`config.mk`:
```
export PLATFORM = sky130hd
export DESIGN_NAME = mem_arbiter_flat
export DESIGN_NICKNAME = d
export VERILOG_FILES = /design/src/rtl/mem_arbiter_pkg.sv /design/src/rtl/mem_arbiter_if.sv /design/src/rtl/mem_arbiter_tag_pipe.sv /design/src/rtl/mem_arbiter.sv /design/src/flat_wrapper.sv
export SDC_FILE = /design/constraint.sdc
export NUM_CORES = 1
export LEC_CHECK = 0
export ABC_AREA = 0
export BUFFER_PORTS_ARGS = -buffer_cell sky130_fd_sc_hd__buf_2
export CAP_MARGIN = 20
export CORE_AREA = 2 2 106 108
export CTS_CLUSTER_DIAMETER = 120
export DETAILED_ROUTE_END_ITERATION = 10
export DIE_AREA = 0 0 108 110
export PLACE_DENSITY = 0.83
export SETUP_SLACK_MARGIN = 0.5
export SYNTH_ARGS = -nofsm -noshare
export SYNTH_HDL_FRONTEND = slang
export SYNTH_SLANG_ARGS = --single-unit
```
`constraint.sdc`:
```
create_clock -name clk -period 2.75 [get_ports clk]
set_clock_uncertainty 0.15 [all_clocks]
set_input_delay 0.275 -clock clk [delete_from_list [all_inputs] [get_ports clk]]
set_output_delay 0.275 -clock clk [all_outputs]
set_load 0.01 [all_outputs]
```
`src/rtl/mem_arbiter_pkg.sv`:
```
// -----------------------------------------------------------------------------
// mem_arbiter_pkg
// Shared types for the fetch/data memory arbiter.
//   owner_t   : which requester owns an in-flight read (or none)
//   byte_en_t : 4-bit byte-enable vector
//   BE_WORD   : full-word byte enable used for instruction fetches
// -----------------------------------------------------------------------------
package mem_arbiter_pkg;

    typedef enum logic [1:0] {
        OWN_NONE = 2'd0,
        OWN_IMEM = 2'd1,
        OWN_DMEM = 2'd2
    } owner_t;

    typedef logic [3:0] byte_en_t;

    localparam byte_en_t BE_WORD = 4'hF;

endpackage : mem_arbiter_pkg

```
`src/rtl/mem_arbiter_if.sv`:
```
// -----------------------------------------------------------------------------
// mem_arbiter_if
// Bundles the three buses around the arbiter:
//   fetch  : i_req, i_addr -> i_gnt, i_rvalid, i_rdata
//   data   : d_req, d_we, d_be, d_addr, d_wdata -> d_gnt, d_rvalid, d_rdata
//   memory : m_req, m_we, m_be, m_addr, m_wdata -> m_rdata
// Modports:
//   slave  : the arbiter's view (core requests in, memory commands out)
//   master : the surrounding system's view (core + memory)
// -----------------------------------------------------------------------------
interface mem_arbiter_if
    import mem_arbiter_pkg::*;
#(
    parameter int ADDR_WIDTH = 32,
    parameter int DATA_WIDTH = 32
) ();

    // Fetch port
    logic                  i_req;
    logic [ADDR_WIDTH-1:0] i_addr;
    logic                  i_gnt;
    logic                  i_rvalid;
    logic [DATA_WIDTH-1:0] i_rdata;

    // Load/store port
    logic                  d_req;
    logic                  d_we;
    byte_en_t              d_be;
    logic [ADDR_WIDTH-1:0] d_addr;
    logic [DATA_WIDTH-1:0] d_wdata;
    logic                  d_gnt;
    logic                  d_rvalid;
    logic [DATA_WIDTH-1:0] d_rdata;

    // Unified memory port
    logic                  m_req;
    logic                  m_we;
    byte_en_t              m_be;
    logic [ADDR_WIDTH-1:0] m_addr;
    logic [DATA_WIDTH-1:0] m_wdata;
    logic [DATA_WIDTH-1:0] m_rdata;

    modport slave (
        input  i_req, i_addr,
        output i_gnt, i_rvalid, i_rdata,
        input  d_req, d_we, d_be, d_addr, d_wdata,
        output d_gnt, d_rvalid, d_rdata,
        output m_req, m_we, m_be, m_addr, m_wdata,
        input  m_rdata
    );

    modport master (
        output i_req, i_addr,
        input  i_gnt, i_rvalid, i_rdata,
        output d_req, d_we, d_be, d_addr, d_wdata,
        input  d_gnt, d_rvalid, d_rdata,
        input  m_req, m_we, m_be, m_addr, m_wdata,
        output m_rdata
    );

endinterface : mem_arbiter_if

```
`src/rtl/mem_arbiter_tag_pipe.sv`:
```
// -----------------------------------------------------------------------------
// arb_tag_pipe
// LATENCY-deep shift register of owner tags. Each cycle the tag of the access
// issued to memory enters at stage 0; the tag leaving the last stage names
// the requester whose read data is on m_rdata this cycle.
// Ports:
//   clk    : clock
//   resetn : asynchronous active-low clear (all stages -> OWN_NONE)
//   tag_i  : owner of the access issued this cycle
//   tag_o  : owner of the read data returning this cycle
// -----------------------------------------------------------------------------
module arb_tag_pipe
    import mem_arbiter_pkg::*;
#(
    parameter int LATENCY = 1
) (
    input  logic   clk,
    input  logic   resetn,
    input  owner_t tag_i,
    output owner_t tag_o
);

    owner_t pipe_q [LATENCY];

    // NOTE: every stage is cleared on reset, unlike a data RAM, because these
    // tags raise rvalid; stale tags would produce responses for discarded reads.
    always_ff @(posedge clk or negedge resetn) begin
        if (!resetn) begin
            for (int k = 0; k < LATENCY; k++) begin
                pipe_q[k] <= OWN_NONE;
            end
        end else begin
            // NOTE: non-blocking assignments make every stage sample the old
            // value of its neighbour, so the loop order does not matter.
            pipe_q[0] <= tag_i;
            for (int k = 1; k < LATENCY; k++) begin
                pipe_q[k] <= pipe_q[k-1];
            end
        end
    end

    assign tag_o = pipe_q[LATENCY-1];

endmodule : arb_tag_pipe

```
`src/rtl/mem_arbiter.sv`:
```
// -----------------------------------------------------------------------------
// mem_arbiter
// Shares one single-ported pipelined memory between instruction fetch and the
// load/store port. Data wins contention, except that after STARVE_LIMIT
// consecutive contested data grants fetch is forced through. Read responses
// are routed back by an owner tag travelling alongside the memory latency.
// Ports:
//   clk    : clock
//   resetn : asynchronous active-low reset
//   bus    : mem_arbiter_if.slave (fetch, data and memory buses)
// -----------------------------------------------------------------------------
module mem_arbiter
    import mem_arbiter_pkg::*;
#(
    parameter int ADDR_WIDTH   = 32,
    parameter int DATA_WIDTH   = 32,
    parameter int LATENCY      = 1,
    parameter int STARVE_LIMIT = 3
) (
    input  logic         clk,
    input  logic         resetn,
    mem_arbiter_if.slave bus
);

    owner_t grant;
    owner_t tag_in;
    owner_t tag_out;

    logic [3:0] starve_cnt_q, starve_cnt_d;

    // Last command driven to memory; replayed on idle cycles so the memory
    // address/data lines do not toggle when nothing is issued.
    logic                  m_we_q,    m_we_d;
    byte_en_t              m_be_q,    m_be_d;
    logic [ADDR_WIDTH-1:0] m_addr_q,  m_addr_d;
    logic [DATA_WIDTH-1:0] m_wdata_q, m_wdata_d;

    // -------------------------------------------------------------------------
    // Grant selection and starvation counter
    // -------------------------------------------------------------------------
    // NOTE: every output of this block gets a default first, so no path leaves
    // a variable unassigned and no latch is inferred.
    always_comb begin
        grant        = OWN_NONE;
        starve_cnt_d = starve_cnt_q;

        // Grants are suppressed while reset is held so nothing reaches memory.
        if (resetn) begin
            if (bus.i_req && bus.d_req) begin
                if (starve_cnt_q < 4'(STARVE_LIMIT)) begin
                    grant        = OWN_DMEM;
                    starve_cnt_d = starve_cnt_q + 4'd1;
                end else begin
                    grant = OWN_IMEM;
                end
            end else if (bus.i_req) begin
                grant = OWN_IMEM;
            end else if (bus.d_req) begin
                grant = OWN_DMEM;
            end
        end

        // Any fetch grant ends a starvation run, contested or not.
        if (grant == OWN_IMEM) begin
            starve_cnt_d = '0;
        end
    end

    // -------------------------------------------------------------------------
    // Memory command mux
    // -------------------------------------------------------------------------
    always_comb begin
        m_we_d    = m_we_q;
        m_be_d    = m_be_q;
        m_addr_d  = m_addr_q;
        m_wdata_d = m_wdata_q;
        tag_in    = OWN_NONE;

        unique case (grant)
            OWN_IMEM: begin
                m_we_d   = 1'b0;
                m_be_d   = BE_WORD;
                m_addr_d = bus.i_addr;
                tag_in   = OWN_IMEM;
            end
            OWN_DMEM: begin
                m_we_d    = bus.d_we;
                m_be_d    = bus.d_be;
                m_addr_d  = bus.d_addr;
                m_wdata_d = bus.d_wdata;
                // Stores produce no response, so they travel as an empty slot.
                tag_in    = bus.d_we ? OWN_NONE : OWN_DMEM;
            end
            default: ;
        endcase
    end

    always_ff @(posedge clk or negedge resetn) begin
        if (!resetn) begin
            starve_cnt_q <= '0;
            m_we_q       <= 1'b0;
            m_be_q       <= '0;
            m_addr_q     <= '0;
            m_wdata_q    <= '0;
        end else begin
            starve_cnt_q <= starve_cnt_d;
            m_we_q       <= m_we_d;
            m_be_q       <= m_be_d;
            m_addr_q     <= m_addr_d;
            m_wdata_q    <= m_wdata_d;
        end
    end

    assign bus.i_gnt   = (grant == OWN_IMEM);
    assign bus.d_gnt   = (grant == OWN_DMEM);
    assign bus.m_req   = (grant != OWN_NONE);
    assign bus.m_we    = m_we_d;
    assign bus.m_be    = m_be_d;
    assign bus.m_addr  = m_addr_d;
    assign bus.m_wdata = m_wdata_d;

    // -------------------------------------------------------------------------
    // Response routing
    // -------------------------------------------------------------------------
    arb_tag_pipe #(
        .LATENCY (LATENCY)
    ) u_tag_pipe (
        .clk    (clk),
        .resetn (resetn),
        .tag_i  (tag_in),
        .tag_o  (tag_out)
    );

    // Only one tag exits per cycle, so the two rvalids are exclusive.
    assign bus.i_rvalid = (tag_out == OWN_IMEM);
    assign bus.d_rvalid = (tag_out == OWN_DMEM);
    assign bus.i_rdata  = bus.m_rdata;
    assign bus.d_rdata  = bus.m_rdata;

endmodule : mem_arbiter

```
`src/flat_wrapper.sv`:
```
// flat-port wrapper written by rule: the top's interface ports become plain ports
module mem_arbiter_flat import mem_arbiter_pkg::*;
#(
    parameter int ADDR_WIDTH   = 32,
    parameter int DATA_WIDTH   = 32,
    parameter int LATENCY      = 1,
    parameter int STARVE_LIMIT = 3
)
  (clk, resetn, bus_i_req, bus_i_addr, bus_i_gnt, bus_i_rvalid, bus_i_rdata, bus_d_req, bus_d_we, bus_d_be, bus_d_addr, bus_d_wdata, bus_d_gnt, bus_d_rvalid, bus_d_rdata, bus_m_req, bus_m_we, bus_m_be, bus_m_addr, bus_m_wdata, bus_m_rdata);
  mem_arbiter_if #(.ADDR_WIDTH(ADDR_WIDTH), .DATA_WIDTH(DATA_WIDTH)) bus_i ();
  input  logic clk;
  input  logic resetn;
  input wire logic [$bits(bus_i.i_req)-1:0] bus_i_req;
  input wire logic [$bits(bus_i.i_addr)-1:0] bus_i_addr;
  output wire logic [$bits(bus_i.i_gnt)-1:0] bus_i_gnt;
  output wire logic [$bits(bus_i.i_rvalid)-1:0] bus_i_rvalid;
  output wire logic [$bits(bus_i.i_rdata)-1:0] bus_i_rdata;
  input wire logic [$bits(bus_i.d_req)-1:0] bus_d_req;
  input wire logic [$bits(bus_i.d_we)-1:0] bus_d_we;
  input wire logic [$bits(bus_i.d_be)-1:0] bus_d_be;
  input wire logic [$bits(bus_i.d_addr)-1:0] bus_d_addr;
  input wire logic [$bits(bus_i.d_wdata)-1:0] bus_d_wdata;
  output wire logic [$bits(bus_i.d_gnt)-1:0] bus_d_gnt;
  output wire logic [$bits(bus_i.d_rvalid)-1:0] bus_d_rvalid;
  output wire logic [$bits(bus_i.d_rdata)-1:0] bus_d_rdata;
  output wire logic [$bits(bus_i.m_req)-1:0] bus_m_req;
  output wire logic [$bits(bus_i.m_we)-1:0] bus_m_we;
  output wire logic [$bits(bus_i.m_be)-1:0] bus_m_be;
  output wire logic [$bits(bus_i.m_addr)-1:0] bus_m_addr;
  output wire logic [$bits(bus_i.m_wdata)-1:0] bus_m_wdata;
  input wire logic [$bits(bus_i.m_rdata)-1:0] bus_m_rdata;
  assign bus_i.i_req = bus_i_req;
  assign bus_i.i_addr = bus_i_addr;
  assign bus_i_gnt = bus_i.i_gnt;
  assign bus_i_rvalid = bus_i.i_rvalid;
  assign bus_i_rdata = bus_i.i_rdata;
  assign bus_i.d_req = bus_d_req;
  assign bus_i.d_we = bus_d_we;
  assign bus_i.d_be = bus_d_be;
  assign bus_i.d_addr = bus_d_addr;
  assign bus_i.d_wdata = bus_d_wdata;
  assign bus_d_gnt = bus_i.d_gnt;
  assign bus_d_rvalid = bus_i.d_rvalid;
  assign bus_d_rdata = bus_i.d_rdata;
  assign bus_m_req = bus_i.m_req;
  assign bus_m_we = bus_i.m_we;
  assign bus_m_be = bus_i.m_be;
  assign bus_m_addr = bus_i.m_addr;
  assign bus_m_wdata = bus_i.m_wdata;
  assign bus_i.m_rdata = bus_m_rdata;
  mem_arbiter #(.ADDR_WIDTH(ADDR_WIDTH), .DATA_WIDTH(DATA_WIDTH), .LATENCY(LATENCY), .STARVE_LIMIT(STARVE_LIMIT)) u_core (.clk(clk), .resetn(resetn), .bus(bus_i));
endmodule
```
Yosys cells after proc, flatten, opt, wreduce, memory -nomap -nowiden
Index checks and enable logic that the tools add are counted.

operators by class
  equal/unequal tests = 4
  muxes and demuxes = 15
  add/sub/neg operators = 1
  divide/modulo/power cells = 0
  multiply operators = 0
  order comparisons = 1
  shifts and indexed selects = 0
  bitwise logic cells = 0
  reductions and logical operators = 6

operators by type and width
  operator             count
  $pmux 32 s2          1
  $mux 32              1
  $mux 4               4
  $mux 2               6
  $pmux 4 s2           1
  $reduce_bool 2->1    4
  $add 4x1->4 const B  1
  $eq 2x1->1 const B   2
  $eq 2x2->1 const B   2
  $lt 4x2->1 const B   1
  $pmux 2 s2           1
  $reduce_and 3->1     1
  $pmux 1 s2           1
  $logic_and 1x1->1    1

storage, ports and cells
  bits of input ports = 137
  output and inout port bits = 138
  logic and storage cells = 33
  latch bits = 0
  bits in read-only memories = 0
  bits in registers = 75
  memories = 0
  bits in writable memories = 0

Longest topological paths before layout
  word-level depth = 7
  mapped depth = 9

Modules after synthesis
From an unflattened synthesis, not the netlist that was laid out.

unflattened totals
  cells, all modules = 332
  area, all modules = 3639.7 sq um

by module, submodules not included
  module        cells an instance  area each (sq um)  times used
  mem_arbiter   330                3589.7             1
  arb_tag_pipe  2                  50.0               1

Worst setup path before layout
OpenSTA, ideal clock, no wires.

  path kind = register to output
  start point = reg u_core.starve_cnt_q[0]
  end point = out bus_m_addr[15]
  slack = 0.325 ns
  arrival = 2.000 ns
  path buffers = 2
  cell stages (with the launch flop) = 10
  required time = 2.325 ns
  cells stage by stage = dfrtp_1 ha_1 nor3_1 nand2b_1 nand3_1 ha_1 buf_2 buf_4 nor2_1 a21oi_1

on the way
  word-level cells in the longest chain between the ends = 6

RTL lines
  item                                      line                text
  start: declaration                        mem_arbiter.sv:29   logic [3:0] starve_cnt_q, starve_cnt_d;
  start signal: assignment                  mem_arbiter.sv:106  starve_cnt_q <= starve_cnt_d;
  $lt 4x2->1 *                              mem_arbiter.sv:50   if (starve_cnt_q < 4'(STARVE_LIMIT)) begin
  $mux 2 *                                  mem_arbiter.sv:50
  $mux 2 *                                  mem_arbiter.sv:49   if (bus.i_req && bus.d_req) begin
  $mux 2 *                                  mem_arbiter.sv:48   if (resetn) begin
  $eq 2x2->1 or $eq 2x1->1 (tied branches)  mem_arbiter.sv:79   unique case (grant)
  $pmux 32 s2 *                             mem_arbiter.sv:79
  end: declaration                          flat_wrapper.sv:29  output wire logic [$bits(bus_i.m_addr)-1:0] bus_m_addr;

Every way passes the cells marked *; elsewhere a longest branch is shown, timed or not.

Final worst setup path
  start point = reg u_core.starve_cnt_q[1]
  end point = out bus_m_wdata[2]

on the way
  word-level cells in the longest chain between the ends = 6

RTL lines
  item              line                text
  $lt 4x2->1        mem_arbiter.sv:50
  $mux 2            mem_arbiter.sv:50
  $mux 2            mem_arbiter.sv:49
  $mux 2            mem_arbiter.sv:48
  $eq 2x2->1        mem_arbiter.sv:79
  $mux 32           mem_arbiter.sv:79
  end: declaration  flat_wrapper.sv:30  output wire logic [$bits(bus_i.m_wdata)-1:0] bus_m_wdata;

Every way passes these cells.

==> results list <==
- Fill cell total of the finished layout: just over 800
* Max-slew violation total from the final report: 0
- Registers take roughly 1900 um2.
- Combined area of all synthesized cells: between 3000 and 4000 um2
* Post-route ant nets: 0
- Setup slack on the worst reg-to-reg path comes out at 0.44 ns.
* Wire length reported by the detailed router: approximately 13000 um
* Critical path data required time: 2.33 ns
- TritonCTS built the clock tree.
- For this design the static power due to leakage is 2.73 nW.
* CP Launch Type: flip-flop
* Slew headroom: 0.652
- Die outline width: around 110 um
* GP Congestion: around 0.73
- Max clock buf depth: 2
- Of the cells placed in the final design, the portion with a size suffix greater than 1 is 0.746.
* Outcome: complete, but fails checks
- The H-tree generated during clock tree synthesis spans 3 levels.
* Layout-stage area growth over the synthesis result: 58.2%
- The core region is 10700 um2.
- GR Overflow Total: 0
- Final Net Count: 626
- The multi-input combinational cells in the finished layout cover a total of around 2000 um2.
- Crit Path Max Fanout: 11
* Worst setup path category: flip-flop to output pin
- In the layout the commonest cells are sky130_fd_sc_hd__buf_2 (143), sky130_fd_sc_hd__dfrtp_1 (74), sky130_fd_sc_hd__buf_6 (42), sky130_fd_sc_hd__mux2_4 (32), sky130_fd_sc_hd__a21oi_4 (30).
- Across every metal layer, demand over resource in global routing totals 0.193.
* Sequential fraction of the synthesis area: 0.490
- The initial utilization of the core area, before any placement, comes to 0.358.
* Power density cells: 1070 nW/um2
- Share of the core filled with cells: 0.566
- Clock sink total: 75
- The number of failing hold endpoints at the final stage was 0.
- Clk Latency, worst-skew pair: between 0.3 and 0.4 ns
- A synthesized cell averages between 10 and 15 um2.
- Setup violators final: a little under 70
- Number of global-route vias before repair: roughly 3200
- Setup TNS: -5.55 ns
- The floorplan has 38 rows.
- Die Height: between 100 and 150 um
* Arrival time at the worst endpoint: roughly 2.5 ns
- The detailed router placed between 3000 and 4000 vias in this run.
- Critical Path Sink Type: output pin
* Path type of the worst min-delay path: primary input to flip-flop
- CTS clk-pin slew, worst paths: around 0.08 ns
- Setup repair after global routing missed its margin: true
- Violations in the final reports: negative setup slack
- The first TritonRoute pass finished after 4 iterations.
- Leading cell type in the layout, fill and taps excluded: sky130_fd_sc_hd__buf_2
- The Yosys step of the flow raised 0 warnings.
- In this run, placement finished with an instance count of a little under 600.
- Number of DRC markers in iteration 0: ~180
- The floorplan step defined a die boundary enclosing ~12000 um2.
- Initial antenna violation count: 0
* Max-capacitance violation count: 0
- Entering global routing, the biggest net connects about 40 pins.
- After synthesis the netlist holds a flip-flop and latch count of 75.
- Excluding fillers, the count of instances in the completed layout stands at between 600 and 700.
* Final worst hold slack: roughly 0.026 ns
- Ordered cell list for the critical path: ha_4 -> nor3_4 -> nand2b_4 -> and3_4 -> ha_4 -> buf_12 -> clkbuf_16 -> mux2_4 -> buf_2
- For this design, the slowest cell found on the critical path is sky130_fd_sc_hd__dfrtp_2.
* Worst setup slack after layout: -0.123 ns
- Remaining design rule violation count: 0
* Count of buffers from port buffering: between 150 and 200
- OpenSTA, run right after detailed placement, puts the worst setup slack at between 0.15 and 0.2 ns.
- Number of buffers added by the clock tree synthesis step: 9
- Dividing the detail-routed wire length by the instance count gives between 20 and 25 um.
- Actual transition at the worst max-transition pin: between 0.5 and 0.6 ns
- The largest single stage delay on the critical path is between 0.4 and 0.5 ns.
* HPWL reported at the end of detailed placement: 8060 um
* CTS Root Buffer Type: sky130_fd_sc_hd__clkbuf_8
- The number of antenna diodes in the final layout is 0.
- The smallest clock period supported by the final layout is computed as between 2 and 3 ns.
- Using the TritonRoute via totals, the vias-per-cell ratio works out to about 5.0.
- For this run, the top clock speed supported by timing is about 350 MHz.
- By instance count, the cell type seen most on the critical path is sky130_fd_sc_hd__ha_4.
- During I/O placement, the number of pins put on the boundary was approximately 280.
- Distinct cell type count of the synthesized netlist: 26
- VDD sags by at most roughly 0.47 mV.
- Counting every instance in the synthesized netlist gives around 330.
- The first global-routing pass estimated 17100 um of wire.
- Period utilisation layout: 1.04
- The number of nets in the synthesized netlist is between 400 and 500.
## timing repair
action,CTS,global route
setup buffers,12,7
resized for setup,56,56
pin swaps,6,16
cloned,4,4
setup endpoints to repair,91,132
hold buffers,4,0
endpoints found under the hold margin,78,0
## Yosys cell counts
cell type / instances / share of area
sky130_fd_sc_hd__dfrtp_1: 75 / 0.49
sky130_fd_sc_hd__buf_4: 70 / 0.14
sky130_fd_sc_hd__a21oi_1: 40 / 0.052
sky130_fd_sc_hd__nor2_1: 38 / 0.037
sky130_fd_sc_hd__mux2_4: 30 / 0.12
sky130_fd_sc_hd__a22oi_1: 22 / 0.043
sky130_fd_sc_hd__a22oi_2: 10 / 0.033
sky130_fd_sc_hd__buf_2: 6 / 0.0078
sky130_fd_sc_hd__buf_6: 6 / 0.018
sky130_fd_sc_hd__ha_1: 5 / 0.016
sky130_fd_sc_hd__o21ai_1: 5 / 0.0065
sky130_fd_sc_hd__inv_1: 3 / 0.0029
sky130_fd_sc_hd__nand2_1: 3 / 0.0029
sky130_fd_sc_hd__nand2b_1: 3 / 0.0049
sky130_fd_sc_hd__nand3_1: 3 / 0.0039
sky130_fd_sc_hd__clkbuf_1: 2 / 0.0020
sky130_fd_sc_hd__mux2_1: 2 / 0.0059
sky130_fd_sc_hd__nor2b_1: 2 / 0.0033
sky130_fd_sc_hd__a21o_2: 1 / 0.0023
sky130_fd_sc_hd__a31oi_1: 1 / 0.0016
sky130_fd_sc_hd__and3_1: 1 / 0.0016
sky130_fd_sc_hd__nand2_2: 1 / 0.0016
sky130_fd_sc_hd__nor3_1: 1 / 0.0013
sky130_fd_sc_hd__o21ai_0: 1 / 0.0013
sky130_fd_sc_hd__o31ai_2: 1 / 0.0033
sky130_fd_sc_hd__or2_4: 1 / 0.0023
## worst max-delay path: cells and delay by family, from the launching register on
family	cells	cell delay (ns)
DFF	1	0.45
muxes	1	0.31
buffers and inverters	3	0.46
adders and majority gates	2	0.35
and+or+nand+nor	3	0.52
## layout make-up
cell class,count,area share
clock buffers,12,0.0256
repair buffers,224,0.297
flip-flops and latches,75,0.310
well taps,140,0.0289
multi-input cells,171,0.325
inverters,3,0.00186
clock inverters,4,0.0120
## power breakdown
part	total, W	switching, W	internal [W]
sequential	0.00187	0.000245	0.00162
clock	0.000977	0.000417	0.000560
combinational	0.00362	0.00170	0.00192
## path summary, 6_finish.rpt
path,startpoint,endpoint,depth (start not counted)
worst max-delay path,u_core.starve_cnt_q[1]$_DFFE_PN0P_,bus_m_wdata[2],9
worst min-delay path,bus_d_wdata[17],u_core.m_wdata_q[17]$_DFF_PN0_,2
worst max register to register,u_core.starve_cnt_q[1]$_DFFE_PN0P_,u_core.m_be_q[0]$_DFF_PN0_,10
worst min register to register,u_core.m_wdata_q[12]$_DFF_PN0_,u_core.m_wdata_q[12]$_DFF_PN0_,1
max in group asynchronous,resetn,u_core.m_addr_q[9]$_DFF_PN0_,3
min in group asynchronous,resetn,u_core.starve_cnt_q[0]$_DFFE_PN0P_,2
## state kept, by name, indices dropped and copies added (netlist names)
signal and cells:
u_core.m_wdata_q 32, u_core.starve_cnt_q 4, u_core.u_tag_pipe.tag_o 2, u_core.m_be_q 4
u_core.m_we_q 1, u_core.m_addr_q 32
## stage by stage
step                      instance area (um2)  power, W
final                                    6060   0.00647
after global routing                     6060   0.00679
after CTS                                5640   0.00601
after detailed placement                 4860   0.00446
after global placement                   4860   0.00434
after floorplan                          4270   0.00363
## cell families after synthesis
kind of cell / after synthesis / synth area share
buf+inv: 87 / 0.168
compound gates: 81 / 0.143
flops: 75 / 0.490
simple gates: 53 / 0.0592
mux: 32 / 0.124
fa+ha+maj: 5 / 0.0163
## per-layer routing
| layer | vias up | global-route usage | part of all wire |
|---|---|---|---|
| met5 | - | 0 | 0 |
| met3 | 33 | 0.0370 | 0.065 |
| li1 | 1384 | - | - |
| met2 | 180 | 0.352 | 0.53 |
| met4 | 0 | 0.103 | 0.028 |
| met1 | 1552 | 0.213 | 0.37 |
Power figures use the tool's default switching activity.
